File: config.mk
export PLATFORM = sky130hd
export DESIGN_NAME = fetch_pc_gen
export DESIGN_NICKNAME = d
export VERILOG_FILES = /design/src/rtl/fetch_pc_gen.sv
export SDC_FILE = /design/constraint.sdc
export NUM_CORES = 1
export LEC_CHECK = 0
export ABC_AREA = 1
export CORE_MARGIN = 2
export CORE_UTILIZATION = 44
export CTS_CLUSTER_SIZE = 30
export DETAILED_ROUTE_END_ITERATION = 8
export PLACE_DENSITY = 0.82
export SYNTH_ARGS = -nofsm -noshare
export SYNTH_HDL_FRONTEND = slang
export SYNTH_SLANG_ARGS = --single-unit
File: constraint.sdc
create_clock -name clk -period 1.9 [get_ports clk]
set_input_delay 0.19 -clock clk [delete_from_list [all_inputs] [get_ports clk]]
set_output_delay 0.19 -clock clk [all_outputs]
set_load 0.02 [all_outputs]
File: src/rtl/fetch_pc_gen.sv
// Fetch-address generator: holds the fetch PC, issues one fetch group per
// accepted valid/ready handshake, applies commit/branch redirects and
// predicted targets, and parks in a fault state on misaligned targets.
module fetch_pc_gen #(
    parameter int                 ADDR_W       = 32,
    parameter int                 FETCH_WIDTH  = 2,
    parameter logic [ADDR_W-1:0]  RESET_VECTOR = 32'hbfc00000,
    parameter int                 DELAY_SLOT   = 1
) (
    input  logic                   clk,
    input  logic                   reset,
    input  logic                   flush,
    input  logic                   flush_cause,
    input  logic [ADDR_W-1:0]      epc,
    input  logic                   branch_flag,
    input  logic [ADDR_W-1:0]      branch_target,
    input  logic [ADDR_W-1:0]      ex_inst_addr,
    input  logic                   ibuf_full,
    input  logic                   bp_valid,
    input  logic [ADDR_W-1:0]      bp_target,
    output logic                   fetch_req_valid,
    input  logic                   fetch_req_ready,
    output logic [ADDR_W-1:0]      fetch_pc,
    output logic [FETCH_WIDTH-1:0] fetch_mask,
    output logic                   fetch_adel
);

    localparam int                GB       = FETCH_WIDTH * 4;
    localparam logic [ADDR_W-1:0] GB_BYTES = ADDR_W'(GB);
    localparam logic [ADDR_W-1:0] GB_MASK  = ADDR_W'(GB - 1);
    localparam logic [ADDR_W-1:0] FALL_OFS = ADDR_W'(4 * (1 + DELAY_SLOT));

    localparam logic [1:0] ST_BOOT  = 2'd0;
    localparam logic [1:0] ST_RUN   = 2'd1;
    localparam logic [1:0] ST_FAULT = 2'd2;

    logic [1:0]        state;
    logic [ADDR_W-1:0] redirect_pc;
    logic [ADDR_W-1:0] seq_pc;
    logic [ADDR_W-1:0] advance_pc;
    logic              handshake;

    // Redirect target selection; exception outranks branch resolution.
    always_comb begin
        // NOTE: every combinational output gets a default first so no path leaves it unassigned (no latch).
        redirect_pc = epc;
        if (flush_cause) begin
            redirect_pc = branch_flag ? branch_target : (ex_inst_addr + FALL_OFS);
        end
    end

    // Next sequential group wraps naturally at the top of the address space.
    assign seq_pc     = (fetch_pc & ~GB_MASK) + GB_BYTES;
    assign advance_pc = bp_valid ? bp_target : seq_pc;

    // A flush kills the request in the same cycle, so it can never be accepted
    // alongside a redirect; reset likewise suppresses it.
    assign fetch_req_valid = (state == ST_RUN) && !ibuf_full && !flush && !reset;
    assign handshake       = fetch_req_valid && fetch_req_ready;
    assign fetch_adel      = (state == ST_FAULT);

    // Per-slot valid mask: slots before the entry offset of the PC are skipped.
    generate
        if (FETCH_WIDTH == 1) begin : g_mask_single
            assign fetch_mask = 1'b1;
        end else begin : g_mask_multi
            localparam int OFS_W = $clog2(FETCH_WIDTH);
            logic [OFS_W-1:0] ofs;
            assign ofs = fetch_pc[OFS_W+1:2];
            // Slot i is valid when it lies at or after the entry slot.
            always_comb begin
                fetch_mask = '0;
                for (int i = 0; i < FETCH_WIDTH; i++) begin
                    fetch_mask[i] = (i >= int'(ofs));
                end
            end
        end
    endgenerate

    // PC and state update: reset, then flush, then per-state progress.
    always_ff @(posedge clk) begin
        // NOTE: sequential state uses non-blocking assignment so all registers update from pre-edge values.
        if (reset) begin
            fetch_pc <= RESET_VECTOR;
            state    <= ST_BOOT;
        end else if (flush) begin
            fetch_pc <= redirect_pc;
            state    <= (redirect_pc[1:0] != 2'b00) ? ST_FAULT : ST_RUN;
        end else begin
            case (state)
                ST_BOOT: state <= ST_RUN;
                ST_RUN: begin
                    if (handshake) begin
                        fetch_pc <= advance_pc;
                        state    <= (advance_pc[1:0] != 2'b00) ? ST_FAULT : ST_RUN;
                    end
                end
                ST_FAULT: state <= ST_FAULT;
                default:  state <= ST_BOOT;
            endcase
        end
    end

endmodule
### Word level (Yosys, flattened, before mapping)

Cells that the tools add are included.

* $add $sub $neg: 2
* $mul: 0
* divide/modulo/power cells: 0
* order comparisons: 1
* eq/ne operators: 3
* shifts and indexed selects: 0
* muxes and demuxes: 11
* bitwise operators: 0
* reductions and logical operators: 13

Operator list (count)
* $mux W32: 6
* $add A32 B4 Y32 const B: 2
* $mux W2: 4
* $reduce_bool A2 Y1: 4
* $pmux W2 S3: 1
* $logic_and A1 B1 Y1: 4
* $logic_not A1 Y1: 3
* $ne A3 B3 Y1 const B: 1
* $eq A2 B1 Y1 const B: 1
* $eq A2 B2 Y1 const B: 1
* $logic_not A2 Y1: 1
* $reduce_and A2 Y1: 1
* $ge A1 B1 Y1 const A: 1

* register bits: 34
* bits in latches: 0
* RAM bits: 0
* memory bits (read-only): 0
* input bits: 136
* output and inout bits: 36
* word-level logic and storage cells: 32
* memories: 0

### Logic depth before layout (Yosys ltp)

Gate-level depths: netlist of the first run.

* word-level depth: 8
* mapped depth: 14
* depth with buffers taken out: 14

### Worst setup path after synthesis of the first run

Ideal clock, no wire load.

* kind: register to register
* start: reg fetch_pc[3]
* end: reg fetch_pc[13]
* setup time: 0.128 ns
* arrival time: 1.628 ns
* required time: 1.772 ns
* path slack: 0.143 ns
* stages on the path, launching flop included: 10
* path buffers: 0
* period minus slack after synthesis: 1.757 ns
* path through: dfxtp_1 -> ha_1 -> nand3_2 -> inv_2 -> nand2_1 -> nor2_2 -> xnor2_1 -> nand2_1 -> a22oi_1 -> a21oi_1

* word-level cells in the longest chain between the ends: 5

Ends and longest elaborated chain
* from (decl): line 23 `output logic [ADDR_W-1:0] fetch_pc,`
* from (signal assigned): line 87 `fetch_pc <= redirect_pc;`
* from (signal assigned): line 94 `fetch_pc <= advance_pc;`
* $add A32 B4 Y32: line 53 `assign seq_pc = (fetch_pc & ~GB_MASK) + GB_BYTES;`
* $mux W32: line 54 `assign advance_pc = bp_valid ? bp_target : seq_pc;`
* $mux W32: line 93 `if (handshake) begin`
* $mux W32: line 90 `case (state)`
* $mux W32: line 86 `end else if (flush) begin`

No other way between the ends. The select of a mux whose other input is x is not followed.
A chain may end at the register's enable or synchronous reset.

### Final worst setup path of the first run

* start: in flush
* end: out fetch_req_valid

* word-level cells in the longest chain between the ends: 3

Ends and longest elaborated chain
* from (decl): line 12 `input logic flush,`
* $logic_not A1 Y1: line 58 `assign fetch_req_valid = (state == ST_RUN) && !ibuf_full && !flush && !reset;`
* $logic_and A1 B1 Y1 (2 in series): line 58
* to (decl): line 21 `output logic fetch_req_valid,`

No other way between the ends.

==> results.md, run 1 <==
GRT:
- The number of global-route vias before repair came to 5,762.
- The total overflow left after global routing is 0.
- Entering global routing, the biggest net connects 46 pins.
- The first-pass GRT wire length is about 27 mm.
- The overall fraction of global-route tracks in use is roughly a third.
- The number of antenna violations at the first check in global routing was 0.

Critical path:
- The startpoint of the lowest-slack register-to-register path is fetch_pc[3]$_SDFFE_PP0P_.
- The worst setup path is of the input pin to primary output kind.
- STA puts the critical path data required time at between 1.5 and 2 ns.
- The cell at the slowest stage of the critical path is clkdlybuf4s50_1.
- The worst register-to-register path has a setup slack of 0.12 ns.
- The largest fanout on the critical path is 2.
- The most critical setup path has its endpoint at fetch_req_valid.
- The delay contributed by the slowest stage of the critical path is roughly 0.63 ns.
- The kind of cell adding the most delay to the critical path is buffers and inverters.
- The cell count of the worst reg-to-reg path is 8.
- Among the stages of the critical path, the cell type that occurs most often is clkdlybuf4s50_1.
- The critical path runs through a total of 5 cells.
- The number of buffer and inverter stages on the critical path is 3.
- In this run the critical register-to-register path is captured at fetch_pc[16]$_SDFFE_PP0P_.
- STA classifies the critical path startpoint as an input pin.
- In this run the worst setup path begins at flush.
- The signal on the critical path passes through clkdlybuf4s50_1 > inv_4 > nand3_1 > nor3_1 > clkdlybuf4s50_1.
- STA classifies the critical path endpoint as a primary output.
- The critical path data arrival time is ~1.6 ns.

Route:
- The post-detailed-route DRC marker count is 0.
- For this block, the routed nets add up to roughly 17 mm of wire.
- The post-detailed-route count of antenna-violating nets is 0.
- The routed length per placed instance is approximately 16 um.
- The first TritonRoute pass finished after 5 iterations.
- The detailed router's first-iteration violation count is ~380.
- Using the TritonRoute via totals, the vias-per-cell ratio works out to about 5.5.
- The via count is ~6.0k.

Synthesis:
- The post-synthesis sequential area ratio is approximately 17%.
- The Yosys step of the flow raised 0 warnings.
- In the synthesized netlist, the number of instances is roughly 770.
- The number of library cell types mapped by synthesis is 47.
- The share of Yosys cell area claimed by the top area cell type is between 20% and 30%.
- Ranked by total cell area, the synthesized netlist is headed by nand2_1 22%, dfxtp_1 17%, nor2_1 12%.
- In the synthesized netlist the async set-or-reset flop fraction comes to 0%.
- The predominant post-synthesis flop cell is dfxtp_1.
- The number of flops mapped to enable cells by yosys is 0.
- In this run the cell area of the synthesized design comes to just over 4000 um2.
- The synthesized design contains 34 register bits.
- A synthesized cell averages approximately 5.4 um2.
- The synthesized design spends more area on one cell type than any other, namely nand2_1.
- Synthesis produced a netlist with a net count of 903.

Clock tree:
- For this design, the sink count on the clock tree is 34.
- The post-CTS clock slew at the launch and capture registers of the worst setup and hold paths is ~0.07 ns.
- The number of levels in the clock H-tree is 2.
- For this design, the CTS-stage hold fixing added 0 buffers.
- In this run the deepest clock path goes through 2 buffers.
- The clock reaches the later pin of the worst-skew pair after ~0.29 ns.
- TritonCTS built the clock tree.
- Clock tree synthesis selected as its root buffer the cell clkbuf_8.
- The total clock buffers created by CTS is 5.
- Post-CTS timing repair inserted 0 buffers for setup.

Outcome:
- The flow ran to the end, and the final reports show no timing, DRC or antenna violations.

Run:
- Max-cap violations in this run came to 0.

Floorplan:
- The count of boundary I/O pins is about 170.
- The initialized floorplan defines 35 standard-cell rows.
- The floorplan step defined a core boundary enclosing just over 9000 um2.
- The starting density of the core is around 45%.
- The floorplan step set the die height to approximately 100 um.
- The width of the die is around 100 um.
- The die covers between 10,000 and 15,000 um2.

Timing:
- Dividing the final minimum period by the clock period gives 95.6%.
- Setup repair after global routing left no endpoint under its margin.
- Across the routed clock network, the largest skew measured is ~0.0095 ns.
- The sum of negative setup slack is 0 ns.
- The timing-limited maximum frequency is around 550 MHz.
- The final-report hold violation count is 0.
- The max-slew violation count is 0.
- The post-layout minimum cycle time is between 1.5 and 2 ns.
- The count of final setup violators is 0.
- The tightest hold path in the finished design has a slack of between 0.5 and 0.6 ns.

Placement:
- The number of input and output port buffers inserted is between 150 and 200.
- The area of placed instances is 6290 um2.
- The total placed cells including tap cells is about 1.1k.
- The HPWL after detailed placement is ~14 mm.
- The placer congestion estimate is between 1 and 1.5.

Cells and area:
- The number of fill cells is around 800.
- The cell area after layout is about 6400 um2.
- The final net count is 1,113.
- The area added between synthesis and finish is 54.9%.
- For this run, the number of standard cells in the final layout without fillers is ~1.1k.
- The number of antenna diodes in the final layout is 0.
- Cells with a size suffix above 1 make up between 10% and 20% of the layout.

Pwr:
- The power per cell area is 393 nW/um2.
- VDD sags by at most 0.000228 V.
- Summing internal, switching and leakage power gives roughly 2.5 mW.
- For this design the static power due to leakage is roughly 2.7 nW.

Worst hold path:
- The path class of the tightest hold or removal check is flop to flop.
[cells in the mapped netlist (2+ instances only)]
cell type and instances:
nand2_1 239, nor2_1 133, nand3_1 61, inv_1 47, a21oi_1 44, o21ai_0 43
dfxtp_1 34, clkbuf_1 14, o211ai_1 12, inv_2 10, nand3b_1 10, a22oi_1 9
o21ai_1 9, xor2_1 9, a31oi_1 8, nand4_1 8, nor2_2 8, nor3_1 7
or2_0 7, buf_2 5, xnor2_1 5, buf_4 4, buf_6 4, nor2_4 4
nand2_2 3, nand3_2 3, buf_1 2, clkinv_1 2, ha_1 2, nand2_4 2
[placed cells by master (no fill, tap or decap), types with 2 or more instances in the layout]
master | netlist | routed
a21oi_1 | 44 | 44
a22oi_1 | 9 | 9
a31oi_1 | 8 | 8
buf_12 | 0 | 2
buf_4 | 4 | 63
clkbuf_8 | 1 | 5
clkdlybuf4s50_1 | 0 | 170
clkinv_1 | 2 | 2
dfxtp_1 | 34 | 33
inv_1 | 47 | 47
inv_2 | 10 | 10
nand2_1 | 239 | 239
nand2_2 | 3 | 3
nand2_4 | 2 | 2
nand3_1 | 61 | 61
nand3_2 | 3 | 3
nand3b_1 | 10 | 10
nand4_1 | 8 | 8
nor2_1 | 133 | 132
nor2_2 | 8 | 9
nor2_4 | 4 | 4
nor3_1 | 7 | 7
o211ai_1 | 12 | 12
o21ai_0 | 43 | 43
o21ai_1 | 9 | 9
or2_0 | 7 | 7
xnor2_1 | 5 | 5
xor2_1 | 9 | 9
[flip-flops by register name, summed over array words and instances (netlist names)]
register and flops:
fetch_pc 32, state 2
[kinds of logic (layout without fill, tap and decap cells)]
logic type / count (synthesis) / after routing / synth area share [%]
flip-flops: 34 / 34 / 16.5
AO/OA/AOI/OAI: 131 / 131 / 18.0
XOR/XNOR: 14 / 14 / 2.97
adder cells (fa/ha/maj): 2 / 2 / 0.607
buffers and inverters: 93 / 303 / 10.3
AND/OR/NAND/NOR: 489 / 489 / 51.3
multiplexers: 1 / 1 / 0.243
other: 1 / 1 / 0.0910
[worst min path at each step]
stage | from | cells after the start | end
finish | fetch_pc[2]$_SDFFE_PP0P_ | 2 | fetch_pc[2]$_SDFFE_PP0P_
global route | fetch_pc[2]$_SDFFE_PP0P_ | 2 | fetch_pc[2]$_SDFFE_PP0P_
CTS | fetch_pc[2]$_SDFFE_PP0P_ | 2 | fetch_pc[2]$_SDFFE_PP0P_
detailed placement | fetch_pc[2]$_SDFFE_PP0P_ | 2 | fetch_pc[2]$_SDFFE_PP0P_
global placement | fetch_pc[2]$_SDFFE_PP0P_ | 2 | fetch_pc[2]$_SDFFE_PP0P_
floorplan | bp_target[26] | 2 | fetch_pc[26]$_SDFFE_PP1P_
[final cells by class]
type / instances / area [um2] / area share, %
multi-input cells: 638 / 3030 / 47.5
clock inverters: 1 / 7.51 / 0.118
inverters: 61 / 236 / 3.70
repair buffers: 235 / 2210 / 34.7
flip-flops and latches: 34 / 682 / 10.7
well taps: 111 / 139 / 2.18
clock buffers: 6 / 72.6 / 1.14
[where the power goes]
part | internal (mW) | switching, mW
clock network | 0.251 | 0.264
logic | 0.589 | 0.562
registers | 0.768 | 0.0731
total | 1.61 | 0.899
[metal layers]
| layer | up-vias | global-route usage, % | wire, um |
|---|---|---|---|
| met1 | 2695 | 41.0 | 6790 |
| met2 | 336 | 58.9 | 8200 |
| li1 | 2907 | - | - |
| met4 | 0 | 15.6 | 738 |
| met3 | 59 | 3.88 | 1620 |
| met5 | - | 0 | 0 |
[worst min-delay path: stages (launching register included)]
cell and delay (ns):
dfxtp_1 0.34, nand2_1 0.08, a31oi_1 0.07
[stage by stage]
step / setup WS [ns] / utilization (%)
floorplan: 0.143 / -
global placement: -0.0835 / 68.7
detailed placement: -0.139 / 68.7
CTS: 0.0759 / 69.6
global route: 0.000663 / 69.8
finish: 0.0828 / 69.8
[repair_timing]
item                       4_1_cts  5_1_grt
hold endpoints to repair         0        0
setup endpoints to repair        0        9
resized for setup                0        4
(Power assumes the default switching activity.)
==> run 2, diff against run 1 <==
- CORE_UTILIZATION: 44 -> 45
- CTS_BUF_LIST: unset -> sky130_fd_sc_hd__clkbuf_2 sky130_fd_sc_hd__clkbuf_4 sky130_fd_sc_hd__clkbuf_8
- PLACE_DENSITY: 0.82 -> 0.84
- SKIP_LAST_GASP: unset -> 1
==> results.md, run 2 (same netlist as run 1, synthesis figures left out) <==
Outcome:
- The run finished with clean final reports.

Clock tree:
- The insertion delay of the later-clocked pin in the worst-skew pair is slightly below 0.3 ns.
- The H-tree generated during clock tree synthesis spans 2 levels.
- The number of sinks on the clock net is 34.
- The clock root buffer master is clkbuf_8.
- Buffers inserted to repair hold after CTS numbered 0.
- TritonCTS built the clock tree.
- The total clock buffers created by CTS is 5.
- In this run the deepest clock path goes through 2 buffers.
- Clock-pin slew was measured on the worst setup and hold paths at approximately 0.070 ns.

Cells and area:
- The count of cells in the finished layout, fillers not included, comes to approximately 1.1k.
- The register with the most flip-flops in the layout has 32 of them.
- At the end of the flow the core is filled with cells to between 70 and 80%.
- Counting flops per register, the top entry is fetch_pc.
- The commonest non-fill, non-tap cell in the layout is nand2_1.
- The top cell types in the final layout, fill and taps aside, are 239 x nand2_1, 169 x clkdlybuf4s50_1, 131 x nor2_1.
- The share of post-route cells with drive strength above 1 is 10.4%.
- 0 antenna diodes ended up in the layout.
- The largest registers in the layout are fetch_pc x32, state x2.
- The final net count is ~1.1k.
- Compared with the post-synthesis result, the final layout area differs by 52.8%.

Critical path:
- The kind of cell adding the most delay to the critical path is simple AND/OR/NAND/NOR gates.
- For the worst setup path, the data arrival time is 1.92 ns.
- Of all nets on the critical path, the largest fanout is 5.
- The worst setup path is captured at a flop.
- Traced cell by cell, the critical path runs through nand2_1 > nor2_2 > nand2_1 > nor3b_1 > nand2_1 > nand2_1 > nand3_1 > a21oi_1 > nand2_1.
- The worst setup path is launched from a flop.
- The cell occurring most often along the worst timing path is nand2_1.
- The slowest stage of the critical path belongs to the cell dfxtp_1.
- For the worst setup path, the data required time is between 2 and 2.5 ns.
- The category of the critical setup timing path is flop to flop.
- The largest single stage delay on the critical path is around 0.46 ns.
- Counting both buffers and inverters, the worst setup path holds a total of 0.

GRT:
- The overall fraction of global-route tracks in use is about a third.
- The number of global-route vias before repair was between 5k and 6k.
- The first-pass GRT wire length is 27.1 mm.
- Entering global routing, the biggest net connects between 40 and 50 pins.
- The remaining global-route overflow is 0.
- The number of antenna violations at the first check in global routing came to 0.

Route:
- The post-detailed-route count of antenna-violating nets is 0.
- The pre-antenna-repair detailed-routing pass consisted of 7 iterations.
- For this block, the routed nets add up to 17.1 mm of wire.
- Using the TritonRoute via totals, the vias-per-cell ratio works out to 5.47.
- Dividing the detail-routed wire length by the instance count gives ~16 um.
- The detailed router's first-iteration violation count is approximately 470.
- In the routed design, unresolved DRC markers number 0.
- The via count is between 5k and 6k.

Worst hold path:
- The path category of the worst min-delay check is input pin to flop.

Floorplan:
- The floorplan die area is about 9900 um2.
- The initialized floorplan defines 34 standard-cell rows.
- The count of boundary I/O pins is approximately 170.
- The placeable core region is between 8000 and 9000 um2.
- The starting density of the core is a little under half.
- The floorplan die height is approximately 100 um.
- The width of the die is 99.7 um.

Pwr:
- The analysis attributes to cell leakage a power of between 2 and 3 nW.
- The share of total power dissipated in sequential elements is 33.6%.
- After layout, the design draws a total of 2.51 mW.
- The share of total power in combinational logic is between 40 and 50%.
- Cell internal power was estimated by the tool at approximately 1.6 mW.
- Across the VDD grid, the largest voltage drop is around 0.00023 V.
- In this run, the clock network consumes 21.4% of the power.
- The power per cell area is about 400 nW/um2.
- In this run switching power makes up a little over a third of total power.
- For this design the total switching power over the nets is 0.908 mW.

Placement:
- The number of input and output port buffers inserted is 170.
- Counting tap cells, the placed design contains a total of roughly 1.1k instances.
- Once detailed placement completed, the half-perimeter wirelength came to between 10 and 15 mm.
- Routability-driven placement finished with a final weighted congestion of 0.943.

Timing:
- The largest clock skew in the final design is about 0.0051 ns.
- Timing would allow up to ~580 MHz.
- Setup repair after global routing could not meet its margin everywhere.
- The share of the cycle needed by the critical path after routing is between 90% and 100%.
- The post-layout minimum cycle time is roughly 1.7 ns.
- The count of final setup violators is 0.
- The max-slew violation count is 0.
- The sum of negative setup slack is 0 ns.
- The final-report hold violation count is 0.

Run:
- The number of max-cap violations is 0.
==> run 2: power groups by stage <==
stage	combinational (mW)	sequential [mW]	clock, mW
2_1_floorplan	0.443	0.900	0
3_3_place_gp	1.09	0.852	0
3_5_place_dp	1.11	0.856	0
4_1_cts	1.11	0.839	0.539
5_1_grt	1.22	0.850	0.568
6_report	1.13	0.844	0.539
==> run 2: path summary, 6_finish.rpt <==
path	startpoint	end	slack [ns]	cells past startpoint
setup reg to reg	fetch_pc[9]$_SDFFE_PP0P_	fetch_pc[24]$_SDFFE_PP1P_	0.16	9
setup / recovery	fetch_pc[9]$_SDFFE_PP0P_	fetch_pc[24]$_SDFFE_PP1P_	0.16	9
hold reg to reg	fetch_pc[2]$_SDFFE_PP0P_	fetch_pc[2]$_SDFFE_PP0P_	0.55	2
hold / removal	bp_target[0]	fetch_pc[0]$_SDFFE_PP0P_	0.52	3
==> run 2: area by class of cell <==
cell class              instances  area (um2)
multi-input cells             638        3020
repair buffers                225        2140
well taps                     108         135
inverters                      61         236
flip-flops and latches         34         681
clock buffers                   6        76.3
clock inverters                 1        7.51
fillers                       775        2500
==> run 2: worst min-delay path: cells and delay by family <==
kind | cells | cell delay [ns]
and+or+nand+nor | 1 | 0.08
AOI/OAI and AO/OA | 1 | 0.07
buffers and inverters | 1 | 0.42
==> run 2: stage by stage <==
step	worst slack [ns]	hold slack, ns	instance area (um2)
finish	0.165	0.518	6300
global route	0.000435	0.550	6300
CTS	0.0551	0.517	6290
detailed placement	-0.102	0.531	6210
global placement	-0.0685	0.486	6210
floorplan	0.143	0.353	4120
==> run 2: layer usage <==
layer  routed length (um)  up-vias  share of wire [%]  GRT usage (%)
met1                 7030     2631                 41           43.6
met4                  404        0                2.4           11.1
met3                 1370       41                8.0           2.81
li1                     -     2891                  -              -
met5                    0        -                  0              0
met2                 8250      306                 48           59.8
==> run 2: what timing repair did <==
action                     CTS  global route
buffers inserted             0             0
setup endpoints to repair    0             4
resized for setup            0             3
